--- config.mk ---
export PLATFORM = sky130hd
export DESIGN_NAME = regfile_sb_flat
export DESIGN_NICKNAME = d
export VERILOG_FILES = /design/src/rtl/regfile_sb_if.sv /design/src/rtl/regfile_sb.sv /design/src/flat_wrapper.sv
export SDC_FILE = /design/constraint.sdc
export NUM_CORES = 1
export LEC_CHECK = 0
export BUFFER_PORTS_ARGS = -buffer_cell sky130_fd_sc_hd__buf_2
export CAP_MARGIN = 20
export CORE_MARGIN = 1
export CORE_UTILIZATION = 60
export DETAILED_ROUTE_END_ITERATION = 10
export GPL_ROUTABILITY_DRIVEN = 0
export PLACE_DENSITY_LB_ADDON = 0.08
export SLEW_MARGIN = 30
export SYNTH_ARGS = -nofsm -noshare
export SYNTH_HDL_FRONTEND = slang
export SYNTH_SLANG_ARGS = --single-unit
--- constraint.sdc ---
create_clock -name clk -period 6.4 [get_ports clk]
set_input_delay 1.28 -clock clk [delete_from_list [all_inputs] [get_ports clk]]
set_output_delay 1.28 -clock clk [all_outputs]
set_load 0.05 [all_outputs]
--- src/rtl/regfile_sb_if.sv ---
// Decode/execute-side bundle of regfile_sb: two read ports, two write ports,
// scoreboard set request and the status outputs.
interface regfile_sb_if #(
    parameter int WIDTH  = 16,
    parameter int ADDR_W = 4
);
    logic [ADDR_W-1:0] rd_addr_a;
    logic [ADDR_W-1:0] rd_addr_b;
    logic [WIDTH-1:0]  rd_data_a;
    logic [WIDTH-1:0]  rd_data_b;
    logic              rd_busy_a;
    logic              rd_busy_b;
    logic [WIDTH-1:0]  spec_data;

    logic              wr0_en;
    logic [ADDR_W-1:0] wr0_addr;
    logic [WIDTH-1:0]  wr0_data;
    logic              wr1_en;
    logic [ADDR_W-1:0] wr1_addr;
    logic [WIDTH-1:0]  wr1_data;

    logic              sb_set_en;
    logic [ADDR_W-1:0] sb_set_addr;
    logic [ADDR_W:0]   sb_count;
    logic              wr_conflict;

    modport master (
        output rd_addr_a, rd_addr_b,
        output wr0_en, wr0_addr, wr0_data,
        output wr1_en, wr1_addr, wr1_data,
        output sb_set_en, sb_set_addr,
        input  rd_data_a, rd_data_b, rd_busy_a, rd_busy_b, spec_data,
        input  sb_count, wr_conflict
    );

    modport slave (
        input  rd_addr_a, rd_addr_b,
        input  wr0_en, wr0_addr, wr0_data,
        input  wr1_en, wr1_addr, wr1_data,
        input  sb_set_en, sb_set_addr,
        output rd_data_a, rd_data_b, rd_busy_a, rd_busy_b, spec_data,
        output sb_count, wr_conflict
    );
endinterface

--- src/rtl/regfile_sb.sv ---
// Two-write-port register file with optional write bypass, hardwired zero
// register and a per-register busy scoreboard for multi-cycle results.
module regfile_sb #(
    parameter int WIDTH    = 16,
    parameter int ADDR_W   = 4,
    parameter int SPEC_IDX = 15,
    parameter int BYPASS   = 1,
    parameter int ZERO_REG = 1
) (
    input  logic         clk,
    input  logic         rst,
    regfile_sb_if.slave  bus
);
    localparam int DEPTH = 2 ** ADDR_W;
    localparam logic [ADDR_W-1:0] SPEC_ADDR = ADDR_W'(SPEC_IDX);

    logic [WIDTH-1:0] mem_q [DEPTH];
    logic [WIDTH-1:0] mem_d [DEPTH];
    logic [DEPTH-1:0] busy_q, busy_d;
    logic [ADDR_W:0]  sb_count_q, sb_count_d;
    logic             wr_conflict_q, wr_conflict_d;
    logic             wr0_ok, wr1_ok, set_ok;

    function automatic logic is_zero(input logic [ADDR_W-1:0] a);
        return (ZERO_REG != 0) && (a == '0);
    endfunction

    assign wr0_ok = bus.wr0_en    && !is_zero(bus.wr0_addr);
    assign wr1_ok = bus.wr1_en    && !is_zero(bus.wr1_addr);
    assign set_ok = bus.sb_set_en && !is_zero(bus.sb_set_addr);

    // NOTE: every always_comb output gets its default first so no path can
    // leave it unassigned and infer a latch.
    always_comb begin
        mem_d  = mem_q;
        busy_d = busy_q;
        // wr1 is applied last so it overwrites wr0 on an address clash.
        if (wr0_ok) begin
            mem_d[bus.wr0_addr]  = bus.wr0_data;
            busy_d[bus.wr0_addr] = 1'b0;
        end
        if (wr1_ok) begin
            mem_d[bus.wr1_addr]  = bus.wr1_data;
            busy_d[bus.wr1_addr] = 1'b0;
        end
        if (set_ok) begin
            busy_d[bus.sb_set_addr] = 1'b1;
        end
        wr_conflict_d = wr0_ok && wr1_ok && (bus.wr0_addr == bus.wr1_addr);
        sb_count_d = '0;
        for (int i = 0; i < DEPTH; i++) begin
            sb_count_d = sb_count_d + (ADDR_W+1)'(busy_d[i]);
        end
    end

    // NOTE: state uses non-blocking assignments; the storage array is reset
    // too because the architecture requires every register to read 0.
    always_ff @(posedge clk) begin
        if (rst) begin
            for (int i = 0; i < DEPTH; i++) begin
                mem_q[i] <= '0;
            end
            busy_q        <= '0;
            sb_count_q    <= '0;
            wr_conflict_q <= 1'b0;
        end else begin
            mem_q         <= mem_d;
            busy_q        <= busy_d;
            sb_count_q    <= sb_count_d;
            wr_conflict_q <= wr_conflict_d;
        end
    end

    function automatic logic [WIDTH-1:0] read_data(input logic [ADDR_W-1:0] a);
        if (is_zero(a)) begin
            return '0;
        end
        if (BYPASS != 0 && wr1_ok && bus.wr1_addr == a) begin
            return bus.wr1_data;
        end
        if (BYPASS != 0 && wr0_ok && bus.wr0_addr == a) begin
            return bus.wr0_data;
        end
        return mem_q[a];
    endfunction

    function automatic logic read_busy(input logic [ADDR_W-1:0] a);
        logic hit;
        hit = (wr0_ok && bus.wr0_addr == a) || (wr1_ok && bus.wr1_addr == a);
        // A completing write hides the busy bit unless a new issue re-claims it.
        if (BYPASS != 0 && hit && !(set_ok && bus.sb_set_addr == a)) begin
            return 1'b0;
        end
        return busy_q[a];
    endfunction

    assign bus.rd_data_a   = read_data(bus.rd_addr_a);
    assign bus.rd_data_b   = read_data(bus.rd_addr_b);
    assign bus.rd_busy_a   = read_busy(bus.rd_addr_a);
    assign bus.rd_busy_b   = read_busy(bus.rd_addr_b);
    assign bus.spec_data   = read_data(SPEC_ADDR);
    assign bus.sb_count    = sb_count_q;
    assign bus.wr_conflict = wr_conflict_q;
endmodule

--- src/flat_wrapper.sv ---
// flat-port wrapper written by rule: the top's interface ports become plain ports
module regfile_sb_flat 
#(
    parameter int WIDTH    = 16,
    parameter int ADDR_W   = 4,
    parameter int SPEC_IDX = 15,
    parameter int BYPASS   = 1,
    parameter int ZERO_REG = 1
)
  (clk, rst, bus_rd_addr_a, bus_rd_addr_b, bus_wr0_en, bus_wr0_addr, bus_wr0_data, bus_wr1_en, bus_wr1_addr, bus_wr1_data, bus_sb_set_en, bus_sb_set_addr, bus_rd_data_a, bus_rd_data_b, bus_rd_busy_a, bus_rd_busy_b, bus_spec_data, bus_sb_count, bus_wr_conflict);
  regfile_sb_if #(.WIDTH(WIDTH), .ADDR_W(ADDR_W)) bus_i ();
  input  logic clk;
  input  logic rst;
  input wire logic [$bits(bus_i.rd_addr_a)-1:0] bus_rd_addr_a;
  input wire logic [$bits(bus_i.rd_addr_b)-1:0] bus_rd_addr_b;
  input wire logic [$bits(bus_i.wr0_en)-1:0] bus_wr0_en;
  input wire logic [$bits(bus_i.wr0_addr)-1:0] bus_wr0_addr;
  input wire logic [$bits(bus_i.wr0_data)-1:0] bus_wr0_data;
  input wire logic [$bits(bus_i.wr1_en)-1:0] bus_wr1_en;
  input wire logic [$bits(bus_i.wr1_addr)-1:0] bus_wr1_addr;
  input wire logic [$bits(bus_i.wr1_data)-1:0] bus_wr1_data;
  input wire logic [$bits(bus_i.sb_set_en)-1:0] bus_sb_set_en;
  input wire logic [$bits(bus_i.sb_set_addr)-1:0] bus_sb_set_addr;
  output wire logic [$bits(bus_i.rd_data_a)-1:0] bus_rd_data_a;
  output wire logic [$bits(bus_i.rd_data_b)-1:0] bus_rd_data_b;
  output wire logic [$bits(bus_i.rd_busy_a)-1:0] bus_rd_busy_a;
  output wire logic [$bits(bus_i.rd_busy_b)-1:0] bus_rd_busy_b;
  output wire logic [$bits(bus_i.spec_data)-1:0] bus_spec_data;
  output wire logic [$bits(bus_i.sb_count)-1:0] bus_sb_count;
  output wire logic [$bits(bus_i.wr_conflict)-1:0] bus_wr_conflict;
  assign bus_i.rd_addr_a = bus_rd_addr_a;
  assign bus_i.rd_addr_b = bus_rd_addr_b;
  assign bus_i.wr0_en = bus_wr0_en;
  assign bus_i.wr0_addr = bus_wr0_addr;
  assign bus_i.wr0_data = bus_wr0_data;
  assign bus_i.wr1_en = bus_wr1_en;
  assign bus_i.wr1_addr = bus_wr1_addr;
  assign bus_i.wr1_data = bus_wr1_data;
  assign bus_i.sb_set_en = bus_sb_set_en;
  assign bus_i.sb_set_addr = bus_sb_set_addr;
  assign bus_rd_data_a = bus_i.rd_data_a;
  assign bus_rd_data_b = bus_i.rd_data_b;
  assign bus_rd_busy_a = bus_i.rd_busy_a;
  assign bus_rd_busy_b = bus_i.rd_busy_b;
  assign bus_spec_data = bus_i.spec_data;
  assign bus_sb_count = bus_i.sb_count;
  assign bus_wr_conflict = bus_i.wr_conflict;
  regfile_sb #(.WIDTH(WIDTH), .ADDR_W(ADDR_W), .SPEC_IDX(SPEC_IDX), .BYPASS(BYPASS), .ZERO_REG(ZERO_REG)) u_core (.clk(clk), .rst(rst), .bus(bus_i));
endmodule
* Yosys cells after proc, flatten, opt, wreduce, memory -nomap -nowiden
Index checks and enable logic that the tools add are counted.
** Cells by class
- $add $sub $neg :: 15
- $mul :: 0
- Divide/modulo/power cells :: 0
- Order comparisons :: 14
- Equal/unequal tests :: 9
- Shifts and indexed selects :: 0
- Mux-type cells :: 64
- Bitwise gates (word level) :: 9
- Reduce and logical (&&, ||, !) cells :: 32
** Operator list (count)
- $bwmux 256 :: 2
- $mux 256 :: 2
- $mux 16 :: 25
- $bmux 16 s4 :: 2
- $demux 16 s4 :: 2
- $add 5x1->5 :: 14
- $and 16x16->16 :: 2
- $not 16->16 :: 2
- $eq 4x4->1 :: 7
- $mux 1 :: 26
- $lt 4x5->1 const B :: 5
- $ge 5x5->1 const B :: 4
- $logic_and 1x1->1 :: 20
- $logic_not 4->1 :: 5
- $not 4->5 :: 4
- $or 16x16->16 :: 1
- $demux 1 s4 :: 3
- $ge 4x1->1 const B :: 3
- $lt 5x1->1 const B :: 2
- $bmux 1 s4 :: 2
- $eq 4x4->1 const B :: 2
- $logic_not 1->1 :: 5
- $add 1x1->2 :: 1
- $logic_or 1x1->1 :: 2
** Storage, ports and cells
- Register bits :: 278
- Bits in latches :: 0
- Bits in writable memories :: 0
- ROM bits :: 0
- Input port bits :: 57
- Logic and storage cells :: 162
- Memories :: 0

* Longest topological paths before layout
- Depth in word-level cells :: 26
- Depth in mapped cells :: 19
- Gate-level depth less buffers :: 17

* Worst setup path before layout
OpenSTA, ideal clock, no wires.
- Kind :: input port to output port
- Start point :: input bus_rd_addr_b[2]
- End point :: output bus_rd_data_b[0]
- Arrival time :: 4.821 ns
- Required time :: 5.120 ns
- Setup slack :: 0.299 ns
- Stages on the path :: 7
- Path buffers :: 2
- Cells stage by stage :: buf_4 -> xor2_1 -> nor4_4 -> nand2_2 -> and3_4 -> buf_6 -> a2111oi_0
** Between the ends
- Cells in the longest elaborated chain, start to end :: 8
- Elaborated cells between the ends (all ways) :: 20
- Those cells by class :: eq/ne: 2; mux: 14; bitwise: 1; reduce/logical: 3
** RTL lines
- from (decl) :: line flat_wrapper.sv:15 : input wire logic [$bits(bus_i.rd_addr_b)-1:0] bus_rd_addr_b;
- branches (longest 7 deep; another with $bmux 16 s4)
- $mux 16 * :: line regfile_sb.sv:78 : if (BYPASS != 0 && wr1_ok && bus.wr1_addr == a) begin
- to (decl) :: line flat_wrapper.sv:25 : output wire logic [$bits(bus_i.rd_data_b)-1:0] bus_rd_data_b;
Every way passes the cells marked *. The select of a mux whose other input is x is not followed.

* Worst setup path after layout
- Start point :: input bus_rd_addr_b[0]
- End point :: output bus_rd_data_b[15]
The elaborated chain is that of the path after synthesis.

==> results.json <==
{
  "wire_per_inst_um": 28.0,
  "r2r_slack_ns": 2.24,
  "reg2regPathDepth": 12,
  "wl_met2_um": 30200,
  "maxSlewViolCount": 0,
  "initial_core_util_pct": 61.3,
  "cp_cell_sequence": "buf_2 > buf_4 > buf_4 > mux4_2 > mux2i_1 > o221a_2 > a2111oi_1 > buf_2",
  "drive_gt1_share_pct": 18.2,
  "first_pass_iters": 7,
  "ioPinCount": 113,
  "grt_pass1_vias": 17400,
  "antenna_found_initial": 7,
  "synthMostInstantiatedCell": "nor2_1",
  "syn-cell-area_um2": 18300,
  "synthAdderAreaFrac_pct": 1.43,
  "cts_resized": 0,
  "holdWs_ns": 0.488,
  "num_vias": 18800,
  "final_hold_viol_count": 0,
  "cp_num_buf_inv": 4,
  "fmax_mhz": 177,
  "relSlewSlack_pct": 28.0,
  "yosys_register_bits": 278,
  "drt_iter0_markers": 2829,
  "ant_nets": 0,
  "grt_overflow": 0,
  "nNetsFinal": 2221,
  "synthTopCellsByArea": "dfxtp_1 30%, mux4_2 8.8%, nor2_1 6.9%",
  "post-cts-setup-buffers": 0,
  "skew_ns": 0.0127,
  "cp.depth": 8,
  "synth_top_family_by_area": "compound AO/OA/AOI/OAI gates",
  "yosys.area_share.simple_pct": 19.5,
  "grt_max_degree": 219,
  "setup.worst_path.start_class": "input port",
  "grt_pass1_wl_um": 107000,
  "worstSetupPathType": "in -> out",
  "synth.distinct_cells": 53,
  "synthArstFlopShare_pct": 0,
  "numCtsBuffers": 31,
  "hold_class": "reg -> reg",
  "synth_flop_cell": "dfxtp_1",
  "synth_common_cells": "336 x nor2_1, 278 x dfxtp_1, 167 x clkbuf_1",
  "ctsRootBufferMaster": "clkbuf_16",
  "routed_wl_um": 71900,
  "synth_xor_xnor_area_share_pct": 1.43,
  "fin_util_pct": 66.1,
  "critPathCaptureType": "primary output",
  "clk_latency_ns": 0.59,
  "cp.required_ns": 5.12,
  "synth-compound-area-share_pct": 20.9,
  "die_w_um": 177,
  "endpoint": "bus_rd_data_b[15]",
  "yosysTopAreaCell": "dfxtp_1",
  "top_layer": "met5",
  "avgSynthCellArea_um2": 8.29,
  "rsz0062_at_grt": "no",
  "critical_path_arrival_ns": 4.36,
  "min-delay-start": "u_core.mem_q[253]$_SDFF_PP0_",
  "ctsHoldBuffers": 0,
  "netlist.area_leader.share_pct": 30.4,
  "via_per_inst": 7.31,
  "cts_max_level": 1,
  "ys_seq_area_share_pct": 30.4,
  "rows": 63,
  "max_stage_delay_ns": 0.73,
  "path_delay_family": "buffers and inverters",
  "route.detailed.drc": 0,
  "fin_cells": 2564,
  "worstMarginPinSlew_ns": 1.08,
  "dpl.cell_count": 2505,
  "fin_crit_ns": 5.64,
  "portBuffers": 112,
  "worst_ir_drop_vdd_mv": 0.244,
  "cap_violations": 0,
  "clk_pin_slew_ns": 0.06,
  "yosys_warnings": 0,
  "r2r-end": "u_core.bus.sb_count[4]$_SDFF_PP0_",
  "status": "completed",
  "synthMuxAreaShare_pct": 19.1,
  "fp.dieH_um": 177,
  "syn_to_final_growth_pct": 7.71,
  "path_max_fanout": 22,
  "cts_tree": "done",
  "fin_crit_sh_pct": 88.1,
  "m1WireLength_um": 26800,
  "track_usage_pct": 45.5,
  "dieArea_um2": 31200,
  "setup_viol": 0,
  "rr_startpoint": "u_core.busy_q[1]$_SDFF_PP0_",
  "synthesis.nets": 2282,
  "slowest_stage": "a2111oi_1",
  "critPathLaunch": "bus_rd_addr_b[0]",
  "core-area_um2": 29900,
  "synth-edff-count": 0,
  "dp_hpwl_um": 45200,
  "p_leak_nw": 7.31,
  "fin_tns_setup_ns": 0,
  "clock_sinks": 278,
  "dr_wl_met3_um": 10700,
  "power_density_nw_per_um2": 228,
  "clk_path_buf_depth": 3,
  "synthCells": 2210
}
-- cells in the final DEF (no fill, tap or decap), types with 32 or more instances in the layout --
master | synthesis | routed
nand3_1 | 123 | 123
mux2i_1 | 114 | 114
nor3_1 | 65 | 64
o21ai_0 | 47 | 47
buf_4 | 12 | 63
a211oi_1 | 125 | 125
buf_2 | 53 | 109
mux4_2 | 72 | 72
and3_1 | 35 | 35
mux2_2 | 65 | 65
a311oi_1 | 101 | 101
nor2b_1 | 55 | 52
dfxtp_1 | 278 | 278
a21oi_1 | 159 | 159
nor2_1 | 336 | 335
nand2_1 | 160 | 160
a22oi_1 | 32 | 32
-- worst min path at each step --
stage	end	cells after the start
finish	u_core.mem_q[253]$_SDFF_PP0_	1
CTS	u_core.mem_q[249]$_SDFF_PP0_	1
global route	u_core.mem_q[255]$_SDFF_PP0_	1
detailed placement	u_core.mem_q[249]$_SDFF_PP0_	1
floorplan	u_core.mem_q[240]$_SDFF_PP0_	1
global placement	u_core.mem_q[252]$_SDFF_PP0_	1
-- layout make-up --
cell class,instances,area (um^2)
Antenna cell,4,10.0
Clock buffer,49,913
Clock inverter,5,77.6
Fill cell,2539,10100
Inverter,31,116
Multi-Input combinational cell,1631,11500
Sequential cell,278,5570
Tap cell,390,488
Timing Repair Buffer,176,1100
-- report_power, final --
group	internal, W	total, W	switching [W]
Sequential	0.00178	0.00183	0.0000442
Combinational	0.000261	0.000869	0.000607
Clock	0.00105	0.00180	0.000756
-- metal layers --
| metal | GRT usage, % | vias up |
|---|---|---|
| met3 | 14.0 | 359 |
| met4 | 22.9 | 6 |
| met2 | 66.2 | 1535 |
| met1 | 60.8 | 8889 |
| met5 | 0 | - |
| li1 | - | 7961 |
-- cells by family after synthesis --
kind of cell             after synthesis
adder cells (fa/ha/maj)               15
multiplexers                         252
AO/OA/AOI/OAI                        535
AND/OR/NAND/NOR                      799
flip-flops                           278
XOR/XNOR                              30
buffers and inverters                301
-- stage by stage --
stage               cell area [um^2]  total power [W]  worst slack, ns
detailed placement             18700          0.00269            0.481
global placement               18700          0.00268            0.624
finish                         19700          0.00450            0.760
floorplan                      18300          0.00245            0.299
CTS                            19700          0.00446            0.798
global route                   19700          0.00459            0.760
-- registers in the layout, summed over array words and instances, names as in the netlist --
name and flops:
u_core.mem_q 256, u_core.busy_q 16, u_core.bus.sb_count 5, u_core.bus.wr_conflict 1
-- worst register-to-register path, stage by stage (launching register included) --
cell and delay [ns]:
dfxtp_1 0.34, a32o_1 0.25, ha_1 0.27, inv_1 0.04
fa_1 0.49, fa_1 0.52, fa_1 0.43, fa_1 0.49
inv_1 0.05, fa_1 0.45, fa_1 0.48, a21oi_1 0.16
nor3b_1 0.06
Note: power is estimated with default switching activity, not from simulation.
